### config.mk
export PLATFORM = sky130hd
export DESIGN_NAME = sweep_controller
export DESIGN_NICKNAME = d
export VERILOG_FILES = /design/src/rtl/sweep_controller.sv
export SDC_FILE = /design/constraint.sdc
export NUM_CORES = 1
export LEC_CHECK = 0
export ABC_CLOCK_PERIOD_IN_PS = 2100
export BUFFER_PORTS_ARGS = -buffer_cell sky130_fd_sc_hd__clkbuf_2
export CAP_MARGIN = 5
export CORE_ASPECT_RATIO = 0.6
export CORE_MARGIN = 3
export CORE_UTILIZATION = 35
export DETAILED_ROUTE_END_ITERATION = 8
export PLACE_DENSITY = 0.61
export SYNTH_ARGS = -nofsm -noshare
export SYNTH_HDL_FRONTEND = slang
export SYNTH_SLANG_ARGS = --single-unit
### constraint.sdc
create_clock -name clock -period 2.1 [get_ports clock]
set_clock_uncertainty 0.1 [all_clocks]
set_input_delay 0.105 -clock clock [delete_from_list [all_inputs] [get_ports clock]]
set_output_delay 0.105 -clock clock [all_outputs]
set_load 0.02 [all_outputs]
### src/rtl/sweep_controller.sv
// Radar servo sweep sequencer: steps the position index back and forth and,
// at each position, waits for settling, requests a measurement, then a transmission.
module sweep_controller #(
   parameter int SETTLE_CYCLES  = 50_000_000,
   parameter int TIMEOUT_CYCLES = 5_000_000
) (
   input  logic       clock,
   input  logic       reset,
   input  logic       ligar,
   input  logic       pronto_medida,
   input  logic       pronto_tx,
   output logic [2:0] posicao,
   output logic       medir,
   output logic       transmitir,
   output logic       direcao,
   output logic       fim_varredura,
   output logic       erro_medida,
   output logic [3:0] db_estado
);

   localparam int MAXC = (SETTLE_CYCLES > TIMEOUT_CYCLES) ? SETTLE_CYCLES : TIMEOUT_CYCLES;
   localparam int CW   = $clog2(MAXC) + 1;
   localparam logic [CW-1:0] SETTLE_LAST  = CW'(SETTLE_CYCLES - 1);
   localparam logic [CW-1:0] TIMEOUT_LAST = CW'(TIMEOUT_CYCLES - 1);
   localparam logic [CW-1:0] CNT_ZERO     = '0;
   localparam logic [CW-1:0] CNT_ONE      = CW'(1);

   typedef enum logic [3:0] {
      IDLE      = 4'd0,
      SETTLE    = 4'd1,
      MEASURE   = 4'd2,
      WAIT_MEAS = 4'd3,
      SEND      = 4'd4,
      WAIT_TX   = 4'd5,
      STEP      = 4'd6
   } state_t;

   state_t        estado, estado_prox;
   logic [CW-1:0] cnt, cnt_prox;
   logic [2:0]    pos_prox;
   logic          dir_prox;
   logic          fim_prox;
   logic          erro_prox;

   always_ff @(posedge clock or posedge reset) begin
      if (reset) begin
         estado        <= IDLE;
         cnt           <= CNT_ZERO;
         posicao       <= 3'd0;
         direcao       <= 1'b0;
         fim_varredura <= 1'b0;
         erro_medida   <= 1'b0;
      end else begin
         estado        <= estado_prox;
         cnt           <= cnt_prox;
         posicao       <= pos_prox;
         direcao       <= dir_prox;
         fim_varredura <= fim_prox;
         erro_medida   <= erro_prox;
      end
   end

   always_comb begin
      estado_prox = estado;
      cnt_prox    = cnt;
      pos_prox    = posicao;
      dir_prox    = direcao;
      fim_prox    = 1'b0;
      erro_prox   = erro_medida;
      case (estado)
         IDLE: begin
            cnt_prox = CNT_ZERO;
            if (ligar) estado_prox = SETTLE;
         end
         SETTLE: begin
            if (cnt == SETTLE_LAST) begin
               estado_prox = MEASURE;
               cnt_prox    = CNT_ZERO;
            end else begin
               cnt_prox = cnt + CNT_ONE;
            end
         end
         MEASURE: begin
            erro_prox   = 1'b0;
            cnt_prox    = CNT_ZERO;
            estado_prox = WAIT_MEAS;
         end
         WAIT_MEAS: begin
            // A response on the timeout cycle still counts as a good measurement.
            if (pronto_medida) begin
               estado_prox = SEND;
               cnt_prox    = CNT_ZERO;
            end else if (cnt == TIMEOUT_LAST) begin
               erro_prox   = 1'b1;
               estado_prox = SEND;
               cnt_prox    = CNT_ZERO;
            end else begin
               cnt_prox = cnt + CNT_ONE;
            end
         end
         SEND: estado_prox = WAIT_TX;
         WAIT_TX: begin
            if (pronto_tx) estado_prox = STEP;
         end
         STEP: begin
            cnt_prox = CNT_ZERO;
            // Endpoints turn around in place so each endpoint is visited once per pass.
            if (!direcao) begin
               if (posicao == 3'd7) begin
                  pos_prox = 3'd6;
                  dir_prox = 1'b1;
                  fim_prox = 1'b1;
               end else begin
                  pos_prox = posicao + 3'd1;
               end
            end else begin
               if (posicao == 3'd0) begin
                  pos_prox = 3'd1;
                  dir_prox = 1'b0;
                  fim_prox = 1'b1;
               end else begin
                  pos_prox = posicao - 3'd1;
               end
            end
            estado_prox = ligar ? SETTLE : IDLE;
         end
         default: estado_prox = IDLE;
      endcase
   end

   assign medir      = (estado == MEASURE);
   assign transmitir = (estado == SEND);
   assign db_estado  = estado;

endmodule

# ---- After elaboration in Yosys (flattened, before gate mapping)
# Cells that the tools add are included.
# W data, S select, Z words.
dict set report totals {
  regBits 37
  input_bits 5
  out_inout_bits 12
  wordCells 54
}
dict set report classes {
  add_sub_neg 3
  n_eq_ne 15
  muxes 23
  reduce_logical 7
}
# operator n
set ops {}
lappend ops {{$mux W27} 3}
lappend ops {{$pmux W27 S3} 1}
lappend ops {{$pmux W4 S7} 1}
lappend ops {{$add A27 B1 Y27 const B} 1}
lappend ops {{$eq A27 B23 Y1 const B} 1}
lappend ops {{$eq A27 B26 Y1 const B} 1}
lappend ops {{$mux W4} 5}
lappend ops {{$eq A4 B3 Y1 const B} 3}
lappend ops {{$ne A2 B2 Y1 const B} 5}
lappend ops {{$mux W1} 9}
lappend ops {{$mux W3} 3}
lappend ops {{$eq A4 B2 Y1 const B} 2}
lappend ops {{$eq A4 B1 Y1 const B} 1}
lappend ops {{$logic_not A4 Y1} 1}
lappend ops {{$reduce_and A4 Y1} 1}
lappend ops {{$add A3 B1 Y3 const B} 1}
lappend ops {{$eq A3 B3 Y1 const B} 1}
lappend ops {{$logic_not A3 Y1} 1}
lappend ops {{$ne A3 B3 Y1 const B} 1}
lappend ops {{$reduce_and A3 Y1} 1}
lappend ops {{$reduce_bool A3 Y1} 1}
lappend ops {{$reduce_or A3 Y1} 1}
lappend ops {{$sub A3 B1 Y3 const B} 1}
lappend ops {{$pmux W1 S2} 1}
lappend ops {{$reduce_bool A2 Y1} 1}

# ---- Depth between registers and ports, before layout
dict set report logic_depth {
  depth_word 4
  depth_mapped 8
  ltp_nobuf 6
}

# ---- Worst setup path after synthesis
# Ideal clock, no wire load.
dict set report synth_timing {
  path_type {register -> register}
  startpoint {register cnt[10]}
  endpoint {register cnt[12]}
  setup_ns 0.119
  arrival_time_ns 1.757
  required_ns 1.881
  setup_slack_ns 0.124
  stages_incl_launch_ff 7
  n_path_buf 1
  synth_period_minus_slack_ns 1.976
  path_cell_list {dfrtp_1 > or4_4 > nor4_4 > a21oi_2 > nor3_2 > buf_6 > nor2_1}
}
dict set report synth_via {
  elab_chain_len 4
  word_cells_on_any_way 7
  classes_between {add/sub (1); eq/ne (2); mux (4)}
}
# item line_no
set synth_rtl {}
lappend synth_rtl {{start: declaration} 39} ;# logic [CW-1:0] cnt, cnt_prox;
lappend synth_rtl {{start signal: assignment} 55} ;# cnt <= cnt_prox;
lappend synth_rtl {{$add A27 B1 Y27 or $eq A27 B23 Y1 (tied branches)} {80, 98, 93}}
lappend synth_rtl {{$mux W27} 93} ;# end else if (cnt == TIMEOUT_LAST) begin
lappend synth_rtl {{$mux W27} 90} ;# if (pronto_medida) begin
lappend synth_rtl {{$pmux W27 S3 *} 70} ;# case (estado)
# Every way passes the cells marked *; elsewhere a longest branch is shown, timed or not.
# A chain may end at the register's enable or synchronous reset.

# ---- Final worst setup path
dict set report layout_timing {
  startpoint {register cnt[24]}
  endpoint {register cnt[26]}
}
# The elaborated chain is that of the path after synthesis.

==> results.sh <==
export IMPL_status="complete, but fails checks"
export IMPL_failed_checks="negative setup slack"
export IMPL_period_minus_slack_ps=2140
export IMPL_start_util_pct=37.2
export IMPL_numCtsBuffers=5
export IMPL_grt_pass1_vias=1654
export IMPL_final_layout_size_suffix_gt1_share_pct=26.5
export IMPL_yosysMostFrequentCell="dfrtp_1"
export IMPL_synth_cells=228
export IMPL_cts_max_level=2
export IMPL_die_area_sq_mm=0.00706
export IMPL_insertion_delay_ps=290
export IMPL_tightest_slew_ps=559
export IMPL_async_flop_share_pct=100
export IMPL_cp_arrival_ps=2220
export IMPL_yosys_area_top_type="dfrtp_1"
export IMPL_ys_flop_type="dfrtp_1"
export IMPL_relSlewSlack_pct=62.4
export IMPL_die_h_um=66.3
export IMPL_ios=17
export IMPL_path_clk_slew_ps=80
export IMPL_ir_worst_vdd_v=0.000484
export IMPL_die_w_um=106
export IMPL_synth_seq_cells=36
export IMPL_synth_area_sq_mm=0.00212
export IMPL_synthSimpleGateAreaFrac_pct=27.9
export IMPL_num_vias=1734
export IMPL_finalCritPeriodShare_pct=102
export IMPL_io_buffers=15
export IMPL_synth_nets=238
export IMPL_synth_fa_ha_area_share_pct=2.95
export IMPL_leakage_nw=1.15
export IMPL_synth_area_leaders="dfrtp_1, xor2_1, nor2_1"
export IMPL_dpl_hpwl_um=3390
export IMPL_area_growth_pct=25.8
export IMPL_criticalPathCategory="reg -> reg"
export IMPL_routed_via_density=5.04
export IMPL_grt_overflow_total=0
export IMPL_setup_viol_count_final=16
export IMPL_timing_fmax_mhz=467
export IMPL_finish_instance_area_sq_mm=0.00267
export IMPL_synth_common_cells="dfrtp_1, nor2_1, xor2_1"
export IMPL_synth_compound_area_share_pct=12.1
export IMPL_synthXorXnorAreaFrac_pct=9.09
export IMPL_cp_max_fo=5
export IMPL_min_path_type="in -> reg"
export IMPL_synth_enable_flop_cells=0
export IMPL_cts_sinks=36
export IMPL_wl_per_cell_um=14.7
export IMPL_n_fill_cell=570
export IMPL_drtIter0Drc=110
export IMPL_power_w=0.00291
export IMPL_fp_row_count=21
export IMPL_crit_path_start="cnt[24]$_DFFE_PP0P_"
export IMPL_synth_mux_area_share_pct=0
export IMPL_ant_nets=0
export IMPL_antenna_found_initial=0
export IMPL_cts_tree="built"
export IMPL_fin_ws_ps=-39.8
export IMPL_syn_avg_cell_area_sq_um=9.30
export IMPL_reg2reg_from="cnt[24]$_DFFE_PP0P_"
export IMPL_synth_top_area_share_pct=42.5
export IMPL_grt_max_degree=37
export IMPL_grt_first_pass_wirelength_um=8470
export IMPL_worstSetupStartpointType="flop"
export IMPL_drc=0
export IMPL_min_from="pronto_tx"
export IMPL_layout_nets=273
export IMPL_synth_top_family_by_area="simple AND/OR/NAND/NOR gates"
export IMPL_rsz0062_at_grt="yes"
export IMPL_dpl_cell_area_sq_mm=0.00234
export IMPL_hold_violations=0
export IMPL_diodes=0
export IMPL_synth_seq_area_share_pct=42.5
export IMPL_drv_slew=0
export IMPL_drt_pre_antenna_iters=4
export IMPL_core_area_sq_mm=0.00570
export IMPL_gp_congestion=0.761
export IMPL_power_density_mw_per_mm2=1090
export IMPL_root_buffer="clkbuf_8"
export IMPL_r2r_setup_slack_ps=-40
export IMPL_max_cap_violations=0
export IMPL_drt_wl_total_um=5070
export IMPL_ctsLongestPathBuffers=2
export IMPL_yosysWarningCount=0
export IMPL_grt_usage_pct=15.1
export IMPL_critPathCaptureType="flop"
export IMPL_worstPathRequired_ps=2180
export IMPL_yosysUniqueCellTypes=51
cell families after synthesis:
kind of cell,count (synthesis)
and+or+nand+nor,107
AOI/OAI and AO/OA,36
DFF,36
xor gates and xnor gates,22
buffers and inverters,21
adders and majority gates,5
other,1
area by class of cell:
cell class | count | area (sq um) | area share, %
clock buffers | 7 | 96.3 | 3.61
clock inverters | 1 | 30.0 | 1.13
inverters | 12 | 45.0 | 1.69
multi-input cells | 171 | 1180 | 44.3
flip-flops and latches | 36 | 902 | 33.8
well taps | 80 | 100 | 3.75
repair buffers | 37 | 312 | 11.7
worst max-delay path, cell delays in order (launching register included):
cell and delay (ps):
dfrtp_1 410, or4_4 530, nor4_4 270, buf_6 160
a21oi_4 40, nor3_4 150, buf_4 170, clkbuf_16 140
nor2_1 40
power by group:
part           switching [W]  total (W)  internal (W)
clock network       0.000261   0.000680      0.000419
logic               0.000759    0.00132      0.000561
registers           0.000108   0.000905      0.000797
total                0.00113    0.00291       0.00178
final timing paths:
| check | endpoint | cells past startpoint |
|---|---|---|
| min reg2reg | erro_medida$_DFFE_PP0P_ | 2 |
| min | db_estado[0]$_DFFE_PP0P_ | 4 |
| max in group asynchronous | cnt[6]$_DFFE_PP0P_ | 4 |
| max reg2reg | cnt[26]$_DFFE_PP0P_ | 8 |
| min in group asynchronous | cnt[19]$_DFFE_PP0P_ | 4 |
| max | cnt[26]$_DFFE_PP0P_ | 8 |
layout by cell type, fill, tap and decap left out, drive strengths merged, types with 10 or more instances in the layout:
master	n
clkbuf	24
nand2	17
dfrtp	36
a21oi	10
xor2	18
buf	18
nand3	14
nor2	32
nand4	11
inv	12
sequential cells by signal (all words and copies together) (netlist names):
register / flops
fim_varredura: 1
erro_medida: 1
posicao: 3
cnt: 27
db_estado: 3
direcao: 1
what timing repair did:
action	4_1_cts	5_1_grt
buffers inserted	0	4
setup endpoints to repair	4	27
pin swaps	1	11
resized for setup	2	19
hold buffers	2	0
gates cloned	0	3
hold endpoints to repair	37	0
metrics by stage:
step                utilization, %  hold WS, ps  std cells  setup WS, ps  TNS (ps)
floorplan                        -          169        228           124         0
global placement              41.0          120        327          56.9         0
detailed placement            41.0          124        327         -57.7      -161
CTS                           43.7          150        337          50.5         0
global route                  46.8          199        344          -102     -1830
finish                        46.8          149        344         -39.8      -321
per-layer routing:
layer	vias to the layer above	routed length (um)	global-route usage [%]
li1	869	-	-
met5	-	0	0
met4	0	42	3.35
met2	42	1900	20.0
met1	817	2860	23.8
met3	6	260	3.80
(Power assumes the default switching activity.)
